### src/rtl/decoder_pkg.sv
// decoder_pkg: types and constants shared by the sequential 2-to-4 decoder.
//   state_e     : FSM state (IDLE, HOLD)
//   code_t      : 2-bit code {A,B}
//   QUEUE_DEPTH : entry count of the optional input FIFO
//   decode_1hot : code to one-hot {Y3,Y2,Y1,Y0}
package decoder_pkg;

    typedef enum logic [0:0] {
        IDLE = 1'b0,
        HOLD = 1'b1
    } state_e;

    typedef logic [1:0] code_t;

    localparam int unsigned QUEUE_DEPTH = 4;

    function automatic logic [3:0] decode_1hot(input code_t code);
        return 4'(4'b0001 << code);
    endfunction

endpackage

### src/rtl/code_fifo.sv
// code_fifo: small synchronous FIFO of 2-bit codes.
//   clk, rst_n : clock, synchronous active-low reset (empties the FIFO)
//   push_i     : write data_i (ignored when full)
//   data_i     : code to store
//   pop_i      : discard head entry (ignored when empty)
//   data_o     : head entry (valid while !empty_o)
//   full_o     : no free entry
//   empty_o    : no stored entry
module code_fifo
    import decoder_pkg::*;
#(
    parameter int unsigned DEPTH = 4
) (
    input  logic  clk,
    input  logic  rst_n,
    input  logic  push_i,
    input  code_t data_i,
    input  logic  pop_i,
    output code_t data_o,
    output logic  full_o,
    output logic  empty_o
);

    localparam int unsigned PTR_W = (DEPTH > 1) ? $clog2(DEPTH) : 1;
    localparam int unsigned CNT_W = $clog2(DEPTH + 1);
    localparam logic [PTR_W-1:0] PTR_LAST = PTR_W'(DEPTH - 1);

    code_t            mem_q [DEPTH];
    logic [PTR_W-1:0] wr_ptr_q, wr_ptr_d;
    logic [PTR_W-1:0] rd_ptr_q, rd_ptr_d;
    logic [CNT_W-1:0] count_q, count_d;
    logic             do_push_c;
    logic             do_pop_c;

    assign full_o    = (count_q == CNT_W'(DEPTH));
    assign empty_o   = (count_q == '0);
    assign data_o    = mem_q[rd_ptr_q];
    assign do_push_c = push_i & ~full_o;
    assign do_pop_c  = pop_i & ~empty_o;

    // Pointer/occupancy next state; simultaneous push+pop keeps count.
    always_comb begin
        wr_ptr_d = wr_ptr_q;
        rd_ptr_d = rd_ptr_q;
        count_d  = count_q;
        if (do_push_c) begin
            wr_ptr_d = (wr_ptr_q == PTR_LAST) ? '0 : wr_ptr_q + PTR_W'(1);
        end
        if (do_pop_c) begin
            rd_ptr_d = (rd_ptr_q == PTR_LAST) ? '0 : rd_ptr_q + PTR_W'(1);
        end
        case ({do_push_c, do_pop_c})
            2'b10:   count_d = count_q + CNT_W'(1);
            2'b01:   count_d = count_q - CNT_W'(1);
            default: count_d = count_q;
        endcase
    end

    always_ff @(posedge clk) begin
        if (!rst_n) begin
            wr_ptr_q <= '0;
            rd_ptr_q <= '0;
            count_q  <= '0;
        end else begin
            wr_ptr_q <= wr_ptr_d;
            rd_ptr_q <= rd_ptr_d;
            count_q  <= count_d;
        end
    end

    // Storage is not reset; occupancy alone defines validity.
    always_ff @(posedge clk) begin
        if (do_push_c) begin
            mem_q[wr_ptr_q] <= data_i;
        end
    end

endmodule

### src/rtl/decoder_2to4_seq.sv
// decoder_2to4_seq: accepts a 2-bit code {A,B} on a valid/ready handshake and
// holds the matching one-hot output high for HOLD_CYCLES cycles.
//   clk, rst_n   : clock, synchronous active-low reset
//   A, B         : code MSB / LSB
//   in_valid     : A/B carry a code
//   in_ready     : code is accepted this cycle (0 during reset)
//   Y0..Y3       : registered one-hot decoded outputs
//   busy         : a hold is in progress
// Build option: define DECODER_QUEUE_EN to place a QUEUE_DEPTH-entry FIFO
// between the handshake and the FSM; otherwise the FSM is fed directly.
module decoder_2to4_seq
    import decoder_pkg::*;
#(
    parameter int unsigned HOLD_CYCLES = 4
) (
    input  logic clk,
    input  logic rst_n,
    input  logic A,
    input  logic B,
    input  logic in_valid,
    output logic in_ready,
    output logic Y0,
    output logic Y1,
    output logic Y2,
    output logic Y3,
    output logic busy
);

    localparam int unsigned CNT_W = $clog2(HOLD_CYCLES + 1);
    localparam logic [CNT_W-1:0] CNT_LAST = CNT_W'(HOLD_CYCLES - 1);

    state_e           state_q, state_d;
    logic [CNT_W-1:0] cnt_q, cnt_d;
    logic [3:0]       y_q, y_d;
    logic             busy_q, busy_d;

    logic             final_c;
    logic             slot_c;
    logic             take_c;
    code_t            take_code_c;

    // A new code may start in IDLE or in the last cycle of a hold.
    assign final_c = (state_q == HOLD) && (cnt_q == CNT_LAST);
    assign slot_c  = (state_q == IDLE) || final_c;

`ifdef DECODER_QUEUE_EN
    code_t fifo_head;
    logic  fifo_full;
    logic  fifo_empty;
    logic  push_c;

    assign in_ready    = rst_n & ~fifo_full;
    assign push_c      = in_valid & in_ready;
    assign take_c      = rst_n & slot_c & ~fifo_empty;
    assign take_code_c = fifo_head;

    code_fifo #(
        .DEPTH (QUEUE_DEPTH)
    ) u_fifo (
        .clk     (clk),
        .rst_n   (rst_n),
        .push_i  (push_c),
        .data_i  ({A, B}),
        .pop_i   (take_c),
        .data_o  (fifo_head),
        .full_o  (fifo_full),
        .empty_o (fifo_empty)
    );
`else
    assign in_ready    = rst_n & slot_c;
    assign take_c      = in_valid & in_ready;
    assign take_code_c = {A, B};
`endif

    // Next-state: load on a new code, count while holding, drop to IDLE at end.
    always_comb begin
        state_d = state_q;
        cnt_d   = cnt_q;
        y_d     = y_q;
        busy_d  = busy_q;
        case (state_q)
            IDLE: begin
                if (take_c) begin
                    state_d = HOLD;
                    cnt_d   = '0;
                    y_d     = decode_1hot(take_code_c);
                    busy_d  = 1'b1;
                end
            end
            HOLD: begin
                if (final_c) begin
                    if (take_c) begin
                        cnt_d = '0;
                        y_d   = decode_1hot(take_code_c);
                    end else begin
                        state_d = IDLE;
                        cnt_d   = '0;
                        y_d     = '0;
                        busy_d  = 1'b0;
                    end
                end else begin
                    cnt_d = cnt_q + CNT_W'(1);
                end
            end
            default: begin
                state_d = IDLE;
                cnt_d   = '0;
                y_d     = '0;
                busy_d  = 1'b0;
            end
        endcase
    end

    always_ff @(posedge clk) begin
        if (!rst_n) begin
            state_q <= IDLE;
            cnt_q   <= '0;
            y_q     <= '0;
            busy_q  <= 1'b0;
        end else begin
            state_q <= state_d;
            cnt_q   <= cnt_d;
            y_q     <= y_d;
            busy_q  <= busy_d;
        end
    end

    assign {Y3, Y2, Y1, Y0} = y_q;
    assign busy             = busy_q;

endmodule

### config.mk
export PLATFORM = sky130hd
export DESIGN_NAME = decoder_2to4_seq
export DESIGN_NICKNAME = d
export VERILOG_FILES = /design/src/rtl/decoder_pkg.sv /design/src/rtl/code_fifo.sv /design/src/rtl/decoder_2to4_seq.sv
export SDC_FILE = /design/constraint.sdc
export NUM_CORES = 1
export LEC_CHECK = 0
export CAP_MARGIN = 20
export CORE_AREA = 5 5 42 44
export DETAILED_ROUTE_END_ITERATION = 7
export DIE_AREA = 0 0 47 49
export DONT_BUFFER_PORTS = 1
export SLEW_MARGIN = 20
export SYNTH_ARGS = -nofsm -noshare
export SYNTH_HDL_FRONTEND = slang
export SYNTH_SLANG_ARGS = --single-unit
export TNS_END_PERCENT = 100
### constraint.sdc
create_clock -name clk -period 2.65 [get_ports clk]
set_input_delay 0.3975 -clock clk [delete_from_list [all_inputs] [get_ports clk]]
set_output_delay 0.3975 -clock clk [all_outputs]
set_load 0.005 [all_outputs]
# Word level (Yosys, flattened, before mapping)
# Index checks and enable logic that the tools add are counted.
# op_classes
reduce_logical	4
shifts	1
n_mux	14
eq_ne	4
bitwise	3
addsub	1
# op_table
op	count
two-way mux 4 bit	3
one-hot mux 4 bit (2 select lines)	1
two-way mux 3 bit	2
one-hot mux 3 bit (2 select lines)	1
two-way mux 1 bit	5
inequality test 2 bit (second input constant)	2
one-hot mux 1 bit (2 select lines)	2
left shift 1 x 2 -> 4 bit (first input constant)	1
adder 3 x 1 -> 3 bit (second input constant)	1
== test 3 x 2 -> 1 bit (second input constant)	1
AND reduction 3 bit	1
AND 1 bit	2
inequality test 2 x 1 -> 1 bit (second input constant)	1
AND reduction 2 bit	1
logical AND 1 bit	1
logical OR 1 bit	1
inverter 1 bit	1
# totals
regBits	9
wordCells	31
out_inout_bits	6

# Depth between registers and ports, before layout
# Gate-level depths: netlist of the first run.
# depth
ltp_word	8
ltp_mapped	4

# Worst setup path before layout of the first run
# Ideal clock, no wire load.
# synth_path
kind	register to output
startpoint	register cnt_q[0]
endpoint	output in_ready
path_stages_with_launch	5
slack_ns	1.361
arrival_ns	0.891
n_path_buf	0
cell_sequence	dfxtp_1 -> ha_1 -> nand2b_1 -> nand2_1 -> and2_1
# synth_between
elab_chain_cells	4
# synth_rtl
element	line_no	source
start: declaration	decoder_2to4_seq.sv:33	logic [CNT_W-1:0] cnt_q, cnt_d;
start signal: assignment	decoder_2to4_seq.sv:122	cnt_q <= cnt_d;
== test 3 x 2 -> 1 bit	decoder_2to4_seq.sv:43	assign final_c = (state_q == HOLD) && (cnt_q == CNT_LAST);
logical AND 1 bit	decoder_2to4_seq.sv:43	
logical OR 1 bit	decoder_2to4_seq.sv:44	assign slot_c = (state_q == IDLE) || final_c;
AND 1 bit	decoder_2to4_seq.sv:70	assign in_ready = rst_n & slot_c;
end: declaration	decoder_2to4_seq.sv:21	output logic in_ready,
# Every way passes these cells.

# Final worst setup path of the first run
# Ends and elaborated chain as after synthesis.

==> out/results.tsv, run 1 <==
stage	metric	value	unit
detailed_routing	post-DR vias/cell	4.88	
cells_and_area	commonest non-fill, non-tap cell in the layout	dfxtp_1	
synthesis	Post-Synthesis Net Count	45	
clocking	CTS tree	yes	
sta	Setup TNS	0	ns
worst_setup_path	CP startpoint kind	flip-flop	
synthesis	register area share after synthesis	47.8	%
clocking	CTS root buf	clkbuf_4	
worst_setup_path	Crit path max-delay family	simple AND/OR/NAND/NOR gates	
die	core footprint	1400	um^2
placement	DP Wirelength	504	um
detailed_routing	Starting DRT DRC Count	2	
detailed_routing	# DRC	0	
synthesis	Area contributors post-synth	dfxtp_1, a22o_1, nand2_1, nor3b_1, and3b_4	
flow_run	Max-Cap Viols	0	
placement	GPL Wtd Cong	0.695	
die	die height	49	um
synthesis	Mapped Cells	39	
sta	fmax	601	MHz
clocking	TritonCTS buffer count	3	
clocking	setup bufs post-CTS	0	
cells_and_area	Final Util	29.8	%
cells_and_area	Total Nets Final	49	
global_route	GRT Util Overall	7.06	%
detailed_routing	drt pass-1 iters	3	
synthesis	Avg Inst Size Synth	9.66	um^2
sta	Tmin final	1.66	ns
worst_setup_path	crit path kind	flip-flop to primary output	
clocking	CTS H-Tree Depth	1	
run_status	outcome	completed	
worst_setup_path	Buffers & Inverters on Critical Path	0	
synthesis	synth unique cells	19	
cells_and_area	area of the multi-input gates	191	um^2
hold_path	Hold WC Path Type	input pin to flip-flop	
sta	worst hold slack	0.273	ns
synthesis	Yosys top cell area share	47.8	%
cells_and_area	Area Growth Syn to Fin	11.0	%
cells_and_area	register area	180	um^2
clocking	clock transition at the registers of the reported paths	0.06	ns
detailed_routing	routed length per instance	11.6	um
die	Starting Density	26.9	%
worst_setup_path	Crit. End Element	primary output	
global_route	antenna violations before repair	0	
sta	max-slew violations	0	
worst_setup_path	CP Data Arrival Time	1.27	ns
detailed_routing	DRT Wirelength	671	um
sta	Clock Skew	0.00384	ns
power	PD cells	644	nW/um^2
synthesis	area leader, netlist	dfxtp_1	
synthesis	Synth Register Bits	9	
sta	RSZ-0062 raised after global routing	false	
clocking	post_cts resized	0	
clocking	CTS sink cnt	9	
worst_setup_path	slowest CP cell	dfxtp_1	
sta	Tcrit/Tclk final	62.8	%
cells_and_area	number of diodes	0	
cells_and_area	fillers	156	
sta	Hold Fails Final Rpt	0	
die	row count	14	
cells_and_area	layout cells sized above 1	14.3	%
sta	final setup fails	0	
worst_setup_path	worst-path fanout max	7	
clocking	CTS Hold Bufs	0	
clocking	clock buffer depth	2	
power	peak supply drop	0.260	mV
clocking	Worst-Skew Late Latency	0.26	ns
worst_setup_path	CP max stage delay	0.32	ns
placement	Placed Cells	54	
detailed_routing	Antenna Nets Post-Route	0	
power	total power	0.269	mW
cells_and_area	most frequent cells in the layout	dfxtp_1, nand2_1, a22o_1, clkbuf_4	
global_route	first-pass GRT wire length	1080	um
placement	PortBufs	0	
cells_and_area	final instance count without filler cells	58	
power	Static Leak	0.155	nW
worst_setup_path	R2R Setup Slk	1.48	ns
synthesis	cell area after synthesis	377	um^2
global_route	largest net degree at the start of global routing	11	
sta	slew margin rel.	85.5	%
die	num ports	11	
worst_setup_path	worst path required time	2.25	ns
worst_setup_path	sequence of cells on the critical path	ha_1 -> nand2b_1 -> nand2_1 -> and2_1	
detailed_routing	via count	283	
synthesis	Synthesis Warnings	0	
die	die area	2300	um^2
global_route	gr ovfl total	0	
die	die outline width	47	um
sta	Slew @ Worst Pin	0.217	ns
global_route	number of global-route vias before repair	246	
cell families (layout without fill, tap and decap cells):
group	after synthesis	in the layout	synth area share [%]
AND/OR/NAND/NOR	19	19	29.2
buffers and inverters	1	4	1.33
AO/OA/AOI/OAI	9	9	18.3
flip-flops	9	9	47.8
adder cells (fa/ha/maj)	1	1	3.32
worst reg2reg max path: stages, from the launching register on:
cell and delay, ns:
dfxtp_1 0.34, ha_1 0.19, nand3b_1 0.10, and3b_4 0.22
a22o_1 0.22
cell usage after synthesis:
cell type  count
a211oi_1       1
a21oi_1        1
a22o_1         4
and2_1         1
and3b_4        1
clkbuf_2       1
dfxtp_1        9
ha_1           1
nand2_1        5
nand2b_1       2
nand3_1        2
nand3b_1       1
nor2_1         2
nor2b_1        1
nor2b_2        1
nor3_1         1
nor3b_1        2
o21ai_0        2
o221a_2        1
per-layer routing:
layer | GRT usage (%) | part of all wire (%)
met2 | 8.37 | 40
met3 | 6.27 | 11
met1 | 8.19 | 47
met4 | 4.15 | 1.8
met5 | 0 | 0
per-stage QoR:
stage | cell area, um^2 | setup slack (ns)
finish | 418 | 0.987
global route | 418 | 0.875
CTS | 418 | 0.973
detailed placement | 392 | 1.26
global placement | 392 | 1.25
floorplan | 377 | 1.36
sequential cells by signal (all words and copies together), names as in the netlist:
signal and count:
cnt_q 3, y_q 4, busy 1, state_q 1
cell type report:
class,instances,area share [%]
multi-input cells,29,45.8
well taps,16,4.79
clock buffers,4,6.29
flip-flops and latches,9,43.1
where the power goes:
group,switching [mW],internal [mW]
Clock,0.0455,0.0579
Sequential,0.00539,0.142
Combinational,0.00858,0.00993
Total,0.0595,0.210
worst paths after layout:
check / start / to / cells after the start
worst max-delay path: cnt_q[0]$_SDFFE_PN0P_ / in_ready / 4
worst min-delay path: rst_n / state_q$_SDFF_PN0_ / 1
worst max register to register: cnt_q[0]$_SDFFE_PN0P_ / y_q[0]$_SDFFE_PN0P_ / 4
worst min register to register: cnt_q[2]$_SDFFE_PN0P_ / cnt_q[2]$_SDFFE_PN0P_ / 2
No activity file was read; power rests on OpenSTA's default activity.
==> run 2, diff against run 1 <==
clock period = 1.4 ns   (was 2.65 ns; I/O delays follow)
==> run 2 against run 1 <==
  * Flip-flop and latch count did not move
  * First-iteration DRC count shrank 50%
  * Via count increased by 5.3%
==> out/results.tsv, run 2 (same netlist as run 1, synthesis figures left out) <==
stage	metric	value	unit
run_status	outcome	completed	
sta	Tcrit/Tclk final	94.3	%
power	total power	0.516	mW
cells_and_area	commonest non-fill, non-tap cell in the layout	dfxtp_1	
placement	GPL Wtd Cong	0.712	
die	num ports	11	
cells_and_area	fillers	159	
global_route	first-pass GRT wire length	1230	um
worst_setup_path	sequence of cells on the critical path	ha_2 -> nand2b_1 -> nand2_2 -> and2_4	
die	die outline width	47	um
worst_setup_path	R2R cell count	4	
detailed_routing	routed length per instance	13.0	um
power	Clock Power Share	37.9	%
worst_setup_path	slowest CP cell	dfxtp_2	
clocking	Worst-Skew Late Latency	0.26	ns
cells_and_area	final instance count without filler cells	59	
power	Static Leak	0.160	nW
clocking	CTS H-Tree Depth	1	
power	Comb power frac	7.9	%
sta	Final WS setup	0.0804	ns
sta	Hold Fails Final Rpt	0	
worst_setup_path	Crit. End Element	primary output	
die	die height	49	um
detailed_routing	drt pass-1 iters	4	
hold_path	Worst Hold Depth	2	
sta	slew margin rel.	85.3	%
power	PD cells	1190	nW/um^2
power	sw frac	22.2	%
detailed_routing	Antenna Nets Post-Route	0	
sta	Slew @ Worst Pin	0.221	ns
clocking	clock buffer depth	2	
global_route	gr ovfl total	0	
clocking	clock transition at the registers of the reported paths	0.05	ns
worst_setup_path	CP Data Arrival Time	1.11	ns
cells_and_area	Total Nets Final	50	
clocking	TritonCTS buffer count	3	
clocking	CTS sink cnt	9	
sta	final setup fails	0	
global_route	largest net degree at the start of global routing	11	
clocking	CTS tree	yes	
cells_and_area	max FFs per register	4	
sta	Clock Skew	0.00659	ns
worst_setup_path	reg-to-reg endpoint	y_q[1]$_SDFFE_PN0P_	
placement	Setup WS pre-CTS	0.178	ns
cells_and_area	most frequent cells in the layout	dfxtp_1, nand2_1, a22o_1, clkbuf_4	
die	row count	14	
detailed_routing	via count	298	
flow_run	Max-Cap Viols	0	
worst_setup_path	CP startpoint kind	flip-flop	
global_route	GRT Util Overall	7.91	%
power	NetSw	0.114	mW
clocking	CTS root buf	clkbuf_4	
cells_and_area	largest reg by FF count	y_q	
cells_and_area	Area Growth Syn to Fin	15.3	%
global_route	antenna violations before repair	0	
worst_setup_path	R2R Setup Slk	0.24	ns
worst_setup_path	worst r2r src	cnt_q[1]$_SDFFE_PN0P_	
detailed_routing	post-DR vias/cell	5.05	
hold_path	Hold EP	cnt_q[2]$_SDFFE_PN0P_	
cells_and_area	Final Util	31.0	%
cells_and_area	layout cells sized above 1	25.6	%
hold_path	HP Start	rst_n	
detailed_routing	Starting DRT DRC Count	1	
placement	DP Wirelength	572	um
sta	fmax	758	MHz
power	peak supply drop	0.461	mV
power	Sequential Power Share	54.2	%
worst_setup_path	worst-path fanout max	3	
placement	Placed Cells	54	
hold_path	Hold WC Path Type	input pin to flip-flop	
detailed_routing	# DRC	0	
sta	RSZ-0062 raised after global routing	false	
worst_setup_path	crit path kind	flip-flop to primary output	
worst_setup_path	CP max stage delay	0.32	ns
die	core footprint	1400	um^2
die	Starting Density	26.9	%
detailed_routing	DRT Wirelength	766	um
placement	PortBufs	0	
cells_and_area	number of diodes	0	
power	Pint	0.402	mW
sta	max-slew violations	0	
die	die area	2300	um^2
sta	Setup TNS	0	ns
worst_setup_path	worst path required time	1.19	ns
global_route	number of global-route vias before repair	303	
sta	Tmin final	1.32	ns
cells_and_area	Regs by FF count	y_q (4), cnt_q (3)	
[run 2: changes by cell type in the layout (fill, tap and decap cells not counted), sizes merged]
cell  delta
buf      +1
[run 2: stage by stage]
stage	hold WS, ns	instance area, um^2
floorplan	0.349	377
global placement	0.349	392
detailed placement	0.350	392
CTS	0.0748	428
global route	0.0686	434
finish	0.0848	434
[run 2: worst max-delay path, delay by kind of cell, from the launching register on]
family                     cells  cell delay, ns
and+or+nand+nor                3            0.35
DFF                            1            0.32
adders and majority gates      1            0.19
[run 2: worst max-delay path by stage]
| stage | cells after the start | end | start |
|---|---|---|---|
| 5_1_grt | 4 | in_ready | cnt_q[1]$_SDFFE_PN0P_ |
| 3_3_place_gp | 4 | in_ready | cnt_q[0]$_SDFFE_PN0P_ |
| 4_1_cts | 4 | in_ready | cnt_q[0]$_SDFFE_PN0P_ |
| 2_1_floorplan | 4 | y_q[0]$_SDFFE_PN0P_ | cnt_q[0]$_SDFFE_PN0P_ |
| 3_5_place_dp | 4 | in_ready | cnt_q[0]$_SDFFE_PN0P_ |
| 6_report | 4 | in_ready | cnt_q[0]$_SDFFE_PN0P_ |
[run 2: cell type report]
class,instances,area (um^2),area share (%)
Multi-Input combinational cell,29,199,45.8
Timing Repair Buffer,1,7.51,1.73
Sequential cell,9,181,41.8
Clock buffer,4,26.3,6.05
Tap cell,16,20.0,4.61
[run 2: power by group through the flow]
stage               clock [mW]  combinational (mW)  sequential (mW)
global placement             0              0.0356            0.285
finish                   0.196              0.0407            0.280
global route             0.228              0.0459            0.282
floorplan                    0              0.0340            0.282
CTS                      0.209              0.0399            0.279
detailed placement           0              0.0360            0.285
[run 2: routing by layer]
layer | global-route usage [%] | wire (um) | vias up
met2 | 10.4 | 349 | 12
met5 | 0 | 0 | -
li1 | - | - | 153
met1 | 8.65 | 327 | 133
met3 | 7.75 | 89 | 0
met4 | 2.76 | 0 | 0
[run 2: repair_timing]
| item | CTS | global route |
|---|---|---|
| setup endpoints to repair | 1 | 1 |
| resized for setup | 1 | 3 |
| hold buffers | 0 | 0 |
| buffers inserted | 1 | 0 |
==> run 3, diff against run 2 <==
CAP_MARGIN = 10   (was 20)
SKIP_CTS_REPAIR_TIMING = 1   (was not set)
==> run 3 against run 2 <==
  * Sequential power hardly changed
  * Total power is 2.0% higher
  * Largest power group unchanged
  * Global-route usage is 0.14 points lower
  * Sequential share of layout area is 3.4 points lower
  * Utilization is 2.9 points higher
  * Die area stayed put
  * Final cell count is 6.8% higher
  * First-iteration DRC count stayed put
  * Wire length is 4.2% higher
  * Count of clock-buffer cells in the layout stayed put
  * Clock power hardly changed
==> out/results.tsv, run 3 (same netlist as run 1, synthesis figures left out) <==
stage	metric	value	unit
sta	Setup TNS	0	ns
cells_and_area	most frequent cells in the layout	dfxtp_1, buf_4, nand2_1, a22o_1, clkbuf_4	
placement	DP Wirelength	572	um
clocking	TritonCTS buffer count	3	
sta	Hold Fails Final Rpt	0	
die	die outline width	47	um
cells_and_area	Area Growth Syn to Fin	26.2	%
sta	Tcrit/Tclk final	93.9	%
detailed_routing	Antenna Nets Post-Route	0	
die	num ports	11	
cells_and_area	final instance count without filler cells	63	
cells_and_area	layout cells sized above 1	34.0	%
die	die height	49	um
cells_and_area	Final Util	33.9	%
sta	RSZ-0062 raised after global routing	false	
placement	GPL Wtd Cong	0.712	
detailed_routing	drt pass-1 iters	2	
worst_setup_path	Crit. End Element	primary output	
sta	worst hold slack	0.0861	ns
clocking	CTS sink cnt	9	
clocking	clock buffer depth	2	
cells_and_area	commonest non-fill, non-tap cell in the layout	dfxtp_1	
sta	final setup fails	0	
flow_run	Max-Cap Viols	0	
clocking	Worst-Skew Late Latency	0.26	ns
power	Static Leak	0.180	nW
detailed_routing	DRT Wirelength	798	um
sta	slew margin rel.	85.1	%
power	total power	0.526	mW
sta	Slew @ Worst Pin	0.223	ns
cells_and_area	Total Nets Final	54	
sta	max-slew violations	0	
placement	Placed Cells	54	
clocking	CTS root buf	clkbuf_4	
global_route	largest net degree at the start of global routing	11	
cells_and_area	number of diodes	0	
sta	Tmin final	1.32	ns
worst_setup_path	R2R Setup Slk	0.15	ns
cells_and_area	max FFs per register	4	
hold_path	Hold WC Path Type	input pin to flip-flop	
die	Starting Density	26.9	%
worst_setup_path	CP Data Arrival Time	1.11	ns
global_route	GRT Util Overall	7.77	%
global_route	number of global-route vias before repair	301	
power	peak supply drop	0.463	mV
sta	fmax	760	MHz
sta	Clock Skew	0.00633	ns
placement	Setup WS pre-CTS	0.178	ns
die	die area	2300	um^2
worst_setup_path	crit path kind	flip-flop to primary output	
placement	placed cell areas	392	um^2
global_route	first-pass GRT wire length	1200	um
global_route	antenna violations before repair	0	
cells_and_area	largest reg by FF count	y_q	
cells_and_area	Final Instance Area	475	um^2
clocking	clock transition at the registers of the reported paths	0.05	ns
clocking	CTS tree	yes	
sta	Final WS setup	0.0850	ns
placement	PortBufs	0	
detailed_routing	via count	301	
worst_setup_path	CP startpoint kind	flip-flop	
detailed_routing	routed length per instance	12.7	um
run_status	outcome	completed	
worst_setup_path	worst-path fanout max	5	
die	core footprint	1400	um^2
worst_setup_path	worst path required time	1.19	ns
power	PD cells	1110	nW/um^2
detailed_routing	Starting DRT DRC Count	1	
cells_and_area	Regs by FF count	y_q (4), cnt_q (3)	
global_route	gr ovfl total	0	
detailed_routing	post-DR vias/cell	4.78	
die	row count	14	
detailed_routing	# DRC	0	
clocking	CTS H-Tree Depth	1	
[run 3: cell types whose count changed in the layout (fill, tap and decap cells not counted), sizes merged]
| cell | change |
|---|---|
| buf | +4 |
[run 3: critical path, stage by stage, from the launching register on]
cell and delay [ns]:
dfxtp_2 0.34, ha_4 0.16, nand2b_1 0.10, nand2_2 0.10
and2_4 0.16
[run 3: final timing paths]
| path | startpoint | endpoint | cells after the start |
|---|---|---|---|
| min | rst_n | cnt_q[2]$_SDFFE_PN0P_ | 2 |
| max | cnt_q[0]$_SDFFE_PN0P_ | in_ready | 4 |
| max reg2reg | cnt_q[0]$_SDFFE_PN0P_ | y_q[1]$_SDFFE_PN0P_ | 6 |
| min reg2reg | cnt_q[2]$_SDFFE_PN0P_ | cnt_q[2]$_SDFFE_PN0P_ | 2 |
[run 3: per-layer routing]
layer	vias up	share of wire, %	track usage [%]	wire [um]
met5	-	0	0	0
met3	0	10	7.75	82
li1	157	-	-	-
met2	10	51	10.2	404
met4	0	0	2.76	0
met1	134	39	8.43	312
[run 3: cell type report]
cell class	instances	area [um^2]
clock buffers	4	26.3
fillers	155	926
multi-input cells	29	209
flip-flops and latches	9	183
well taps	16	20.0
repair buffers	5	37.5
[run 3: power by group]
part / internal, mW / switching (mW) / total, mW
combinational: 0.0311 / 0.0193 / 0.0503
clock: 0.110 / 0.0854 / 0.195
sequential: 0.269 / 0.0121 / 0.281
total: 0.410 / 0.117 / 0.526
